$ cat src/rtl/kalman_pkg.sv
// rtl/kalman_pkg.sv - shared types and constants for the Kalman filter blocks
package kalman_pkg;

    typedef enum logic [2:0] {
        ST_IDLE       = 3'd0,
        ST_PRED_START = 3'd1,
        ST_PRED_WAIT  = 3'd2,
        ST_UPD_START  = 3'd3,
        ST_UPD_WAIT   = 3'd4,
        ST_CAPTURE    = 3'd5
    } kstate_e;

    localparam int OVR_CNT_W = 8;
    localparam int WDOG_W    = 16;

    localparam logic [OVR_CNT_W-1:0] OVR_ONE = OVR_CNT_W'(1);

    function automatic logic [OVR_CNT_W-1:0] sat_inc(input logic [OVR_CNT_W-1:0] v);
        return (&v) ? v : v + OVR_ONE;
    endfunction

endpackage

$ cat src/rtl/kalman_step_sequencer_if.sv
// rtl/kalman_step_sequencer_if.sv - sequencer to state-equation engine bundle
interface kalman_step_sequencer_if #(
    parameter int WIDTH = 16,
    parameter int nos   = 4,
    parameter int noo   = 2,
    parameter int noi   = 2
);
    logic [WIDTH-1:0] U    [0:noi-1];
    logic [WIDTH-1:0] Y    [0:noo-1];
    logic [WIDTH-1:0] K_nk [0:nos-1][0:noo-1];
    logic [WIDTH-1:0] X_nk [0:nos-1];
    logic             Start_Prediction;
    logic             Start_Update;
    logic             ready_Prediction;
    logic             ready_Update;

    modport master (
        output U, Y, K_nk, Start_Prediction, Start_Update,
        input  ready_Prediction, ready_Update, X_nk
    );

    modport slave (
        input  U, Y, K_nk, Start_Prediction, Start_Update,
        output ready_Prediction, ready_Update, X_nk
    );
endinterface

$ cat src/rtl/kalman_watchdog.sv
// rtl/kalman_watchdog.sv - per-phase cycle counter flagging the TIMEOUT-th waiting cycle
module kalman_watchdog
    import kalman_pkg::*;
#(
    parameter int TIMEOUT = 255
) (
    input  logic clk,
    input  logic reset,
    input  logic clr_i,
    input  logic en_i,
    output logic expire_o
);
    localparam logic [WDOG_W-1:0] LAST = WDOG_W'(TIMEOUT - 1);
    localparam logic [WDOG_W-1:0] ONE  = WDOG_W'(1);

    logic [WDOG_W-1:0] cnt_q, cnt_d;

    // cnt_q holds the number of waiting cycles already spent, so the
    // TIMEOUT-th waiting cycle is the one that sees LAST.
    assign expire_o = en_i && (cnt_q == LAST);

    always_comb begin
        cnt_d = cnt_q;
        if (clr_i) begin
            cnt_d = '0;
        end else if (en_i && !expire_o) begin
            cnt_d = cnt_q + ONE;
        end
    end

    always_ff @(posedge clk) begin
        if (reset) begin
            cnt_q <= '0;
        end else begin
            cnt_q <= cnt_d;
        end
    end
endmodule

$ cat src/rtl/kalman_step_sequencer.sv
// rtl/kalman_step_sequencer.sv - per-sample prediction/update sequencer with overrun and watchdog
module kalman_step_sequencer
    import kalman_pkg::*;
#(
    parameter int WIDTH   = 16,
    parameter int nos     = 4,
    parameter int noo     = 2,
    parameter int noi     = 2,
    parameter int TIMEOUT = 255
) (
    input  logic                 clk,
    input  logic                 reset,
    input  logic                 sample_tick,
    input  logic                 clear_flags,
    input  logic [WIDTH-1:0]     U_in [0:noi-1],
    input  logic [WIDTH-1:0]     Y_in [0:noo-1],
    input  logic [WIDTH-1:0]     K_ss [0:nos-1][0:noo-1],
    kalman_step_sequencer_if.master eng,
    output logic [WIDTH-1:0]     X_est [0:nos-1],
    output logic                 est_valid,
    output logic                 busy,
    output logic                 overrun,
    output logic                 timeout,
    output logic [OVR_CNT_W-1:0] overrun_cnt
);
    kstate_e state_q, state_d;

    logic [WIDTH-1:0] u_q [0:noi-1];
    logic [WIDTH-1:0] y_q [0:noo-1];
    logic [WIDTH-1:0] k_q [0:nos-1][0:noo-1];
    logic [WIDTH-1:0] x_q [0:nos-1];

    logic                 blank_q, blank_d;
    logic                 est_valid_q, est_valid_d;
    logic                 overrun_q, overrun_d;
    logic                 timeout_q, timeout_d;
    logic [OVR_CNT_W-1:0] cnt_q, cnt_d;

    logic wd_clr, wd_en, wd_expire, wd_fire;
    logic accept, drop, capture;
    logic pred_ok, upd_ok;

    // blank_q is high only in the first cycle of a wait state, masking a
    // ready level left over from the previous operation.
    assign pred_ok = eng.ready_Prediction && !blank_q;
    assign upd_ok  = eng.ready_Update && !blank_q;

    kalman_watchdog #(.TIMEOUT(TIMEOUT)) u_watchdog (
        .clk      (clk),
        .reset    (reset),
        .clr_i    (wd_clr),
        .en_i     (wd_en),
        .expire_o (wd_expire)
    );

    always_ff @(posedge clk) begin
        if (reset) begin
            state_q <= ST_IDLE;
        end else begin
            state_q <= state_d;
        end
    end

    always_comb begin
        state_d = state_q;
        case (state_q)
            ST_IDLE:       if (sample_tick) state_d = ST_PRED_START;
            ST_PRED_START: state_d = ST_PRED_WAIT;
            ST_PRED_WAIT:  if (pred_ok) state_d = ST_UPD_START;
                           else if (wd_expire) state_d = ST_IDLE;
            ST_UPD_START:  state_d = ST_UPD_WAIT;
            ST_UPD_WAIT:   if (upd_ok) state_d = ST_CAPTURE;
                           else if (wd_expire) state_d = ST_IDLE;
            ST_CAPTURE:    state_d = ST_IDLE;
            default:       state_d = ST_IDLE;
        endcase
    end

    always_comb begin
        eng.Start_Prediction = (state_q == ST_PRED_START);
        eng.Start_Update     = (state_q == ST_UPD_START);
        busy    = (state_q != ST_IDLE);
        wd_clr  = (state_q == ST_PRED_START) || (state_q == ST_UPD_START);
        wd_en   = (state_q == ST_PRED_WAIT) || (state_q == ST_UPD_WAIT);
        accept  = (state_q == ST_IDLE) && sample_tick;
        drop    = (state_q != ST_IDLE) && sample_tick;
        capture = (state_q == ST_CAPTURE);
        wd_fire = ((state_q == ST_PRED_WAIT) && !pred_ok && wd_expire) ||
                  ((state_q == ST_UPD_WAIT)  && !upd_ok  && wd_expire);

        blank_d     = wd_clr;
        est_valid_d = capture;

        // A set event in the same cycle as clear_flags takes priority.
        overrun_d = overrun_q;
        if (drop) overrun_d = 1'b1;
        else if (clear_flags) overrun_d = 1'b0;

        timeout_d = timeout_q;
        if (wd_fire) timeout_d = 1'b1;
        else if (clear_flags) timeout_d = 1'b0;

        cnt_d = cnt_q;
        if (drop) cnt_d = clear_flags ? OVR_ONE : sat_inc(cnt_q);
        else if (clear_flags) cnt_d = '0;
    end

    always_ff @(posedge clk) begin
        if (reset) begin
            blank_q     <= 1'b0;
            est_valid_q <= 1'b0;
            overrun_q   <= 1'b0;
            timeout_q   <= 1'b0;
            cnt_q       <= '0;
            for (int i = 0; i < noi; i++) u_q[i] <= '0;
            for (int i = 0; i < noo; i++) y_q[i] <= '0;
            for (int i = 0; i < nos; i++) begin
                x_q[i] <= '0;
                for (int j = 0; j < noo; j++) k_q[i][j] <= '0;
            end
        end else begin
            blank_q     <= blank_d;
            est_valid_q <= est_valid_d;
            overrun_q   <= overrun_d;
            timeout_q   <= timeout_d;
            cnt_q       <= cnt_d;
            if (accept) begin
                for (int i = 0; i < noi; i++) u_q[i] <= U_in[i];
                for (int i = 0; i < noo; i++) y_q[i] <= Y_in[i];
                for (int i = 0; i < nos; i++) begin
                    for (int j = 0; j < noo; j++) k_q[i][j] <= K_ss[i][j];
                end
            end
            if (capture) begin
                for (int i = 0; i < nos; i++) x_q[i] <= eng.X_nk[i];
            end
        end
    end

    assign eng.U       = u_q;
    assign eng.Y       = y_q;
    assign eng.K_nk    = k_q;
    assign X_est       = x_q;
    assign est_valid   = est_valid_q;
    assign overrun     = overrun_q;
    assign timeout     = timeout_q;
    assign overrun_cnt = cnt_q;
endmodule

$ cat src/flat_wrapper.sv
// flat-port wrapper written by rule: the top's interface ports become plain ports
module kalman_step_sequencer_flat import kalman_pkg::*;
#(
    parameter int WIDTH   = 16,
    parameter int nos     = 4,
    parameter int noo     = 2,
    parameter int noi     = 2,
    parameter int TIMEOUT = 255
)
  (clk, reset, sample_tick, clear_flags, U_in, Y_in, K_ss, X_est, est_valid, busy, overrun, timeout, overrun_cnt, eng_U, eng_Y, eng_K_nk, eng_Start_Prediction, eng_Start_Update, eng_ready_Prediction, eng_ready_Update, eng_X_nk);
  kalman_step_sequencer_if #(.WIDTH(WIDTH), .nos(nos), .noo(noo), .noi(noi)) eng_i ();
  input  logic clk;
  input  logic reset;
  input  logic sample_tick;
  input  logic clear_flags;
  input  logic [WIDTH-1:0] U_in[0:noi-1];
  input  logic [WIDTH-1:0] Y_in[0:noo-1];
  input  logic [WIDTH-1:0] K_ss[0:nos-1][0:noo-1];
  output logic [WIDTH-1:0] X_est[0:nos-1];
  output logic est_valid;
  output logic busy;
  output logic overrun;
  output logic timeout;
  output logic [OVR_CNT_W-1:0] overrun_cnt;
  output wire logic [$bits(eng_i.U)-1:0] eng_U;
  output wire logic [$bits(eng_i.Y)-1:0] eng_Y;
  output wire logic [$bits(eng_i.K_nk)-1:0] eng_K_nk;
  output wire logic [$bits(eng_i.Start_Prediction)-1:0] eng_Start_Prediction;
  output wire logic [$bits(eng_i.Start_Update)-1:0] eng_Start_Update;
  input wire logic [$bits(eng_i.ready_Prediction)-1:0] eng_ready_Prediction;
  input wire logic [$bits(eng_i.ready_Update)-1:0] eng_ready_Update;
  input wire logic [$bits(eng_i.X_nk)-1:0] eng_X_nk;
  assign eng_U = {>>{eng_i.U}};
  assign eng_Y = {>>{eng_i.Y}};
  assign eng_K_nk = {>>{eng_i.K_nk}};
  assign eng_Start_Prediction = eng_i.Start_Prediction;
  assign eng_Start_Update = eng_i.Start_Update;
  assign eng_i.ready_Prediction = eng_ready_Prediction;
  assign eng_i.ready_Update = eng_ready_Update;
  assign eng_i.X_nk = {>>{eng_X_nk}};
  kalman_step_sequencer #(.WIDTH(WIDTH), .nos(nos), .noo(noo), .noi(noi), .TIMEOUT(TIMEOUT)) u_core (.clk(clk), .reset(reset), .sample_tick(sample_tick), .clear_flags(clear_flags), .U_in(U_in), .Y_in(Y_in), .K_ss(K_ss), .eng(eng_i), .X_est(X_est), .est_valid(est_valid), .busy(busy), .overrun(overrun), .timeout(timeout), .overrun_cnt(overrun_cnt));
endmodule
$ cat config.mk
export PLATFORM = sky130hd
export DESIGN_NAME = kalman_step_sequencer_flat
export DESIGN_NICKNAME = d
export VERILOG_FILES = /design/src/rtl/kalman_pkg.sv /design/src/rtl/kalman_step_sequencer_if.sv /design/src/rtl/kalman_watchdog.sv /design/src/rtl/kalman_step_sequencer.sv /design/src/flat_wrapper.sv
export SDC_FILE = /design/constraint.sdc
export NUM_CORES = 1
export LEC_CHECK = 0
export ABC_AREA = 1
export CORE_AREA = 4 4 204 206
export CTS_CLUSTER_DIAMETER = 200
export DETAILED_ROUTE_END_ITERATION = 8
export DIE_AREA = 0 0 208 210
export PLACE_DENSITY_LB_ADDON = 0.12
export SETUP_SLACK_MARGIN = 0.02
export SLEW_MARGIN = 20
export SYNTH_ARGS = -nofsm -noshare
export SYNTH_HDL_FRONTEND = slang
export SYNTH_SLANG_ARGS = --single-unit
$ cat constraint.sdc
create_clock -name clk -period 1.4 [get_ports clk]
set_clock_uncertainty 0.2 [all_clocks]
set_input_delay 0.35 -clock clk [delete_from_list [all_inputs] [get_ports clk]]
set_output_delay 0.35 -clock clk [all_outputs]
set_load 0.005 [all_outputs]
==> key figures, run 1 <==
Critical path
  – CP cell instances: buf_6 > nor2_4 > buf_6 > nand3_4 > buf_12 > buf_12 > buf_16 > clkbuf_16 > o21ai_2 > a21oi_1
  – R2R setup slack: -500 ps
  – Reg2reg start: u_core.state_q[1]
  – CP max stage cell: dfxtp_4
  – CP endpoint kind: flop
  – Worst path bufs/invs: 6
  – Required @ worst endpoint: 1630 ps
  – Crit path arrival time: about 2100 ps
  – Reg2reg end: u_core.eng.K_nk[100]
  – Crit-path max cell delay: 360 ps
  – Worst setup SP type: flop
  – Setup CP Type: reg2reg
  – Crit path max-delay family: buffers and inverters
  – Crit Path Max Fanout: 8
  – Reg2Reg Depth: 10

Clock tree
  – TritonCTS clock tree: built
  – # H-tree levels: 2
  – Inserted Clock Buffers: 35
  – Root Driver: clkbuf_16
  – Clk_lat worst skew: ~540 ps
  – Clock transition at path regs: 60 ps
  – Hold buffers post-CTS: 0
  – Clk sinks: around 290
  – Clk buf depth: 3

GRT
  – Vias in the first global route: between 10000 and 15000
  – Initial antenna violation count: 4
  – Congestion Overflow GR: 0
  – GR Util met3: 0.0790
  – First-pass GRT wire length: 63.8 mm
  – Met1 Usage GRT: 0.204
  – Gr busiest metal: met2
  – Met2 Usage GRT: 0.325
  – GRT Overall Usage: 0.185
  – Pin count of the biggest net entering global routing: 37

Outcome
  – Run status: finished with violations
  – Violated checks: setup timing

Synthesis
  – Synth unique cells: 32
  – Sequential area share after synthesis: 0.530
  – Synthesis-stage register bit count: ~290
  – Post-synth EDFFs: 0
  – Yosys warns: 0
  – Ys async rst share: 0
  – Post-Syn Nets: 1645
  – Synthesized area per cell: 7.85 um2
  – Cells after synthesis: ~1400
  – Top_reg_cell synth: dfxtp_1
  – Post-Syn Area: 10800 um2

Timing
  – RSZ-0062 raised after global routing: yes
  – Final Setup Violations: 555
  – Final period util: 1.35
  – Slew @ Worst Pin: 341 ps
  – Final TNS setup: -116420 ps
  – Hold Fails Final Rpt: 0
  – Slew Limit Fails: 0
  – Fin crit period: 1900 ps
  – Max frequency: about 530 MHz
  – Crit path setup slack, layout: -495 ps
  – Relative slew slack: 0.770

Cells and area
  – Synth-to-layout area growth: 97.2%
  – Nets: 2308
  – Commonest non-fill, non-tap cells in the layout: inv_1 (281), dfxtp_2 (271), clkdlybuf4s50_1 (261)
  – Register area: around 6100 um2
  – Most common cell after layout, fill and taps aside: inv_1
  – Area of the multi-input gates: 4830 um2
  – Fill cells: around 3700
  – Ratio of cells with drive above 1 in the final layout: 0.526
  – Design Area, Final: 21400 um2

Place
  – DP Area: 17600 um2
  – Gpl congestion: 0.812
  – DP HPWL: 31.6 mm
  – I/O Buffers: between 500 and 600

Route
  – DRT Pass-1 Iters: 4
  – DR iter-0 viols: 528
  – # DRC: 0
  – Final wirelength: 46.5 mm
  – Via Count: 11530
  – Final ANT Viol Nets: 0
  – Avg WL per Cell: 17.9 um
  – Via/cell ratio: 4.45

Pwr
  – VDD IR max: 0.00102 V
  – Power Density: 1220 nW/um2
  – Leakage: 8.77 nW
  – Final Power: 26.1 mW

Die
  – Starting Density: 0.273
  – Die footprint: approximately 44000 um2
  – I/O pin cnt: 532
  – Die height: 210 um
  – Num rows: 73
  – DIE WIDTH: 208 um
  – Core area: 39600 um2

Worst hold path
  – Hold Path Origin: Y_in[19]
  – Hold endpoint: u_core.eng.Y[19]
  – Worst Hold Depth: 3
  – Hold WC Path Type: in2reg

Flow run
  – Total of max-cap violations: 0
[power breakdown]
| part | switching, mW | total (mW) | internal, mW |
|---|---|---|---|
| clock network | 3.62 | 8.86 | 5.23 |
| logic | 3.25 | 7.38 | 4.14 |
| registers | 0.575 | 9.82 | 9.24 |
| total | 7.45 | 26.1 | 18.6 |
[cell families (layout without fill, tap and decap cells)]
| group | count (synthesis) | in the layout | share of synthesized area |
|---|---|---|---|
| XOR/XNOR | 8 | 8 | 0.00647 |
| other | 0 | 2 | 0 |
| AND/OR/NAND/NOR | 152 | 152 | 0.0626 |
| AO/OA/AOI/OAI | 550 | 550 | 0.257 |
| flip-flops | 287 | 287 | 0.530 |
| adder cells (fa/ha/maj) | 3 | 3 | 0.00347 |
| buffers and inverters | 380 | 1066 | 0.140 |
[repair_timing]
item / in CTS / in global routing
resized for setup: 1608 / 325
pin swaps: 6 / 60
buffers inserted: 22 / 12
endpoints found under the setup margin: 555 / 556
gates cloned: 7 / 26
[through the flow]
| stage | cells | utilization | hold WS, ps | setup WS (ps) |
|---|---|---|---|---|
| 2_1_floorplan | 1380 | - | 240 | -58.9 |
| 5_1_grt | 2593 | 0.539 | 192 | -546 |
| 3_3_place_gp | 2467 | 0.444 | 228 | -669 |
| 3_5_place_dp | 2467 | 0.444 | 233 | -672 |
| 4_1_cts | 2556 | 0.492 | 162 | -483 |
| 6_report | 2593 | 0.539 | 204 | -495 |
[routing by layer]
layer	vias up	wire length, um
li1	5763	-
met1	5308	17700
met2	381	23300
met3	74	4040
met4	4	1450
met5	-	24
[synth_stat cells (2+ instances only)]
master / number / share of area
nand4_1: 4 / 0.0023
o21ai_0: 84 / 0.039
buf_2: 53 / 0.024
nand3_1: 14 / 0.0065
o21ai_1: 182 / 0.084
ha_1: 3 / 0.0035
a21oi_2: 7 / 0.0057
clkbuf_1: 31 / 0.011
inv_1: 285 / 0.099
xor2_1: 3 / 0.0024
buf_1: 2 / 0.00069
nor2_4: 3 / 0.0031
dfxtp_1: 287 / 0.53
nor3_1: 3 / 0.0014
nand2_1: 82 / 0.028
nor2_1: 34 / 0.012
xnor2_1: 5 / 0.0040
inv_2: 6 / 0.0021
nand2_2: 6 / 0.0035
a21oi_1: 274 / 0.13
[worst min-delay path: cells and delay by family]
family | cells | cell delay [ps]
AO/OA/AOI/OAI | 2 | 160
buffers and inverters | 1 | 390
[registers in the layout (all words and copies together) (netlist names), 3 cells and up]
register / flops
u_core.state_q: 3
u_core.eng.U: 32
u_core.overrun_cnt: 8
u_core.u_watchdog.cnt_q: 16
u_core.X_est: 64
u_core.eng.K_nk: 128
u_core.eng.Y: 32
[worst max-delay path by stage]
stage	from	endpoint	slack, ps	cells past startpoint
2_1_floorplan	u_core.u_watchdog.cnt_q[0]	u_core.u_watchdog.cnt_q[5]	-60	10
3_3_place_gp	sample_tick	u_core.eng.K_nk[8]	-670	6
3_5_place_dp	sample_tick	u_core.eng.K_nk[8]	-670	6
4_1_cts	u_core.state_q[1]	eng_Start_Update	-480	3
5_1_grt	u_core.state_q[1]	u_core.eng.K_nk[100]	-550	10
6_report	u_core.state_q[1]	u_core.eng.K_nk[100]	-500	10
[area by class of cell]
class / instances / share of cell area
well taps: 525 / 0.0307
clock buffers: 51 / 0.0476
flip-flops and latches: 287 / 0.286
repair buffers: 714 / 0.353
diodes: 2 / 0.000234
clock inverters: 9 / 0.00410
multi-input cells: 713 / 0.226
inverters: 292 / 0.0521
No activity file was read; power rests on OpenSTA's default activity.
==> inputs of run 2 (changes only) <==
==> constraint.sdc (replaced) <==
create_clock -name clk -period 2.4 [get_ports clk]
set_clock_uncertainty 0.2 [all_clocks]
set_input_delay 0.6 -clock clk [delete_from_list [all_inputs] [get_ports clk]]
set_output_delay 0.6 -clock clk [all_outputs]
set_load 0.005 [all_outputs]
==> run 2 against run 1 <==
Effect of this change:
- the flow now finishes without violations
- worst hold slack better by 34 ps
- critical path type is now reg2out
- clock power down 39%
- die area stayed put
- register-to-register slack improved by 1000 ps
- core utilization decreased by 8.3 points
- wire length fell by 14%
- sequential share of layout area rose by 3.2 points
- largest cell class unchanged
- cell area down 15%
- sequential power fell by 43%
- non-clock buffer count decreased by 147
- largest power group unchanged
==> key figures, run 2 (same netlist as run 1, synthesis figures left out) <==
Flow run
  – Total of max-cap violations: 0

Critical path
  – CP max stage cell: clkdlybuf4s50_1
  – CP endpoint kind: output port
  – Crit path max-delay family: buffers and inverters
  – Setup CP Type: reg2out
  – CP cell instances: clkdlybuf4s50_1
  – R2R setup slack: 510 ps
  – Required @ worst endpoint: around 1600 ps
  – Crit-path max cell delay: 560 ps
  – Crit path arrival time: 1500 ps
  – Crit Path Max Fanout: 4
  – Reg2reg end: u_core.X_est[6]
  – Worst path bufs/invs: 1
  – Reg2Reg Depth: 5
  – Crit path from: u_core.overrun_cnt[1]
  – CP endpoint: overrun_cnt[1]
  – Worst setup SP type: flop
  – Stages on worst setup path: 1
  – Reg2reg start: u_core.state_q[0]

Place
  – DP HPWL: a little over 30 mm
  – I/O Buffers: 531
  – Gpl congestion: roughly 0.86

Route
  – # DRC: 0
  – DR iter-0 viols: 495
  – Via/cell ratio: 4.34
  – Via Count: 10610
  – Avg WL per Cell: roughly 16 um
  – Final ANT Viol Nets: 0
  – DRT Pass-1 Iters: 4
  – Final wirelength: ~40 mm

Timing
  – Slew @ Worst Pin: roughly 500 ps
  – Max frequency: between 400 and 500 MHz
  – Final Setup Violations: 0
  – Hold Fails Final Rpt: 0
  – Fin crit period: 2300 ps
  – Final period util: 0.959
  – Slew Limit Fails: 0
  – Final TNS setup: 0 ps
  – Relative slew slack: 0.662
  – RSZ-0062 raised after global routing: no

Clock tree
  – # H-tree levels: 2
  – Clock transition at path regs: 60 ps
  – Root Driver: clkbuf_16
  – Clk_lat worst skew: roughly 520 ps
  – Inserted Clock Buffers: 36
  – TritonCTS clock tree: built
  – Hold buffers post-CTS: 0
  – # Post-CTS Setup Buffers: 0
  – Clk sinks: 287
  – Clk buf depth: 3

Cells and area
  – Synth-to-layout area growth: 66.9%
  – Number of flip-flops in the largest register: 128
  – Nets: 2162
  – Final core occ: 0.456
  – Most common cell after layout, fill and taps aside: clkdlybuf4s50_1
  – Ratio of cells with drive above 1 in the final layout: 0.0646
  – Commonest non-fill, non-tap cells in the layout: clkdlybuf4s50_1 (527), inv_1 (285), dfxtp_1 (284)

GRT
  – Pin count of the biggest net entering global routing: just under 70
  – GRT Overall Usage: 0.174
  – Vias in the first global route: 10390
  – Initial antenna violation count: 1
  – Congestion Overflow GR: 0
  – First-pass GRT wire length: 60.3 mm

Die
  – Starting Density: 0.273
  – DIE WIDTH: 208 um
  – I/O pin cnt: roughly 530
  – Die height: ~210 um
  – Num rows: between 70 and 80
  – Core area: between 30000 and 40000 um2
  – Die footprint: 43700 um2

Pwr
  – Power Density: 773 nW/um2
  – VDD IR max: 0.000442 V
  – Leakage: 6.75 nW

Worst hold path
  – Worst Hold Depth: 2
  – Hold WC Path Type: reg2reg

Outcome
  – Run status: finished, final reports clean
run 2: cell count changes in the layout (fill, tap and decap cells not counted), moves of 82 or more:
cell	before	now
dfxtp_1	10	284
dfxtp_2	271	3
clkdlybuf4s50_1	261	527
buf_6	206	0
o21ai_2	146	0
o21ai_1	56	182
buf_4	105	21
buf_2	82	0
run 2: where the power goes:
group	internal [mW]	switching (mW)	total (mW)
registers	5.29	0.270	5.56
logic	1.70	1.32	3.01
clock network	3.35	2.05	5.40
run 2: per-layer routing:
| metal | part of all wire | GRT usage | wire length, um |
|---|---|---|---|
| met1 | 0.41 | 0.200 | 16400 |
| met2 | 0.49 | 0.305 | 19600 |
| met3 | 0.072 | 0.0537 | 2900 |
| met4 | 0.030 | 0.0625 | 1210 |
| met5 | 0 | 0 | 0 |
run 2: through the flow:
| step | std cells | worst slack [ps] | cell area, um2 | total power [mW] | hold WS, ps |
|---|---|---|---|---|---|
| after detailed placement | 2384 | 121 | 16900 | 8.71 | 233 |
| after CTS | 2444 | 23.0 | 18100 | 14.2 | 242 |
| final | 2446 | 98.8 | 18100 | 14.0 | 238 |
| after global routing | 2445 | 24.3 | 18100 | 14.7 | 256 |
| after floorplan | 1380 | 805 | 10800 | 6.75 | 240 |
| after global placement | 2384 | 144 | 16900 | 8.68 | 229 |
run 2: worst min path at each step:
stage | startpoint | endpoint | slack [ps]
floorplan | u_core.X_est[32] | u_core.X_est[32] | 240
finish | u_core.eng.U[28] | u_core.eng.U[28] | 240
CTS | u_core.X_est[41] | u_core.X_est[41] | 240
detailed placement | u_core.X_est[41] | u_core.X_est[41] | 230
global placement | u_core.eng.Y[14] | u_core.eng.Y[14] | 230
global route | u_core.eng.U[22] | u_core.eng.U[22] | 260
run 2: layout make-up:
cell class,count,area [um2]
Clock inverter,8,92.6
Fill cell,3918,21600
Multi-Input combinational cell,713,3600
Clock buffer,52,1090
Antenna cell,2,5.00
Tap cell,525,657
Sequential cell,287,5750
Timing Repair Buffer,567,5770
Inverter,292,1100
run 2: timing repair:
action,in CTS,in global routing
endpoints found under the setup margin,4,3
hold endpoints to repair,0,0
pin swaps,0,1
resized for setup,7,3
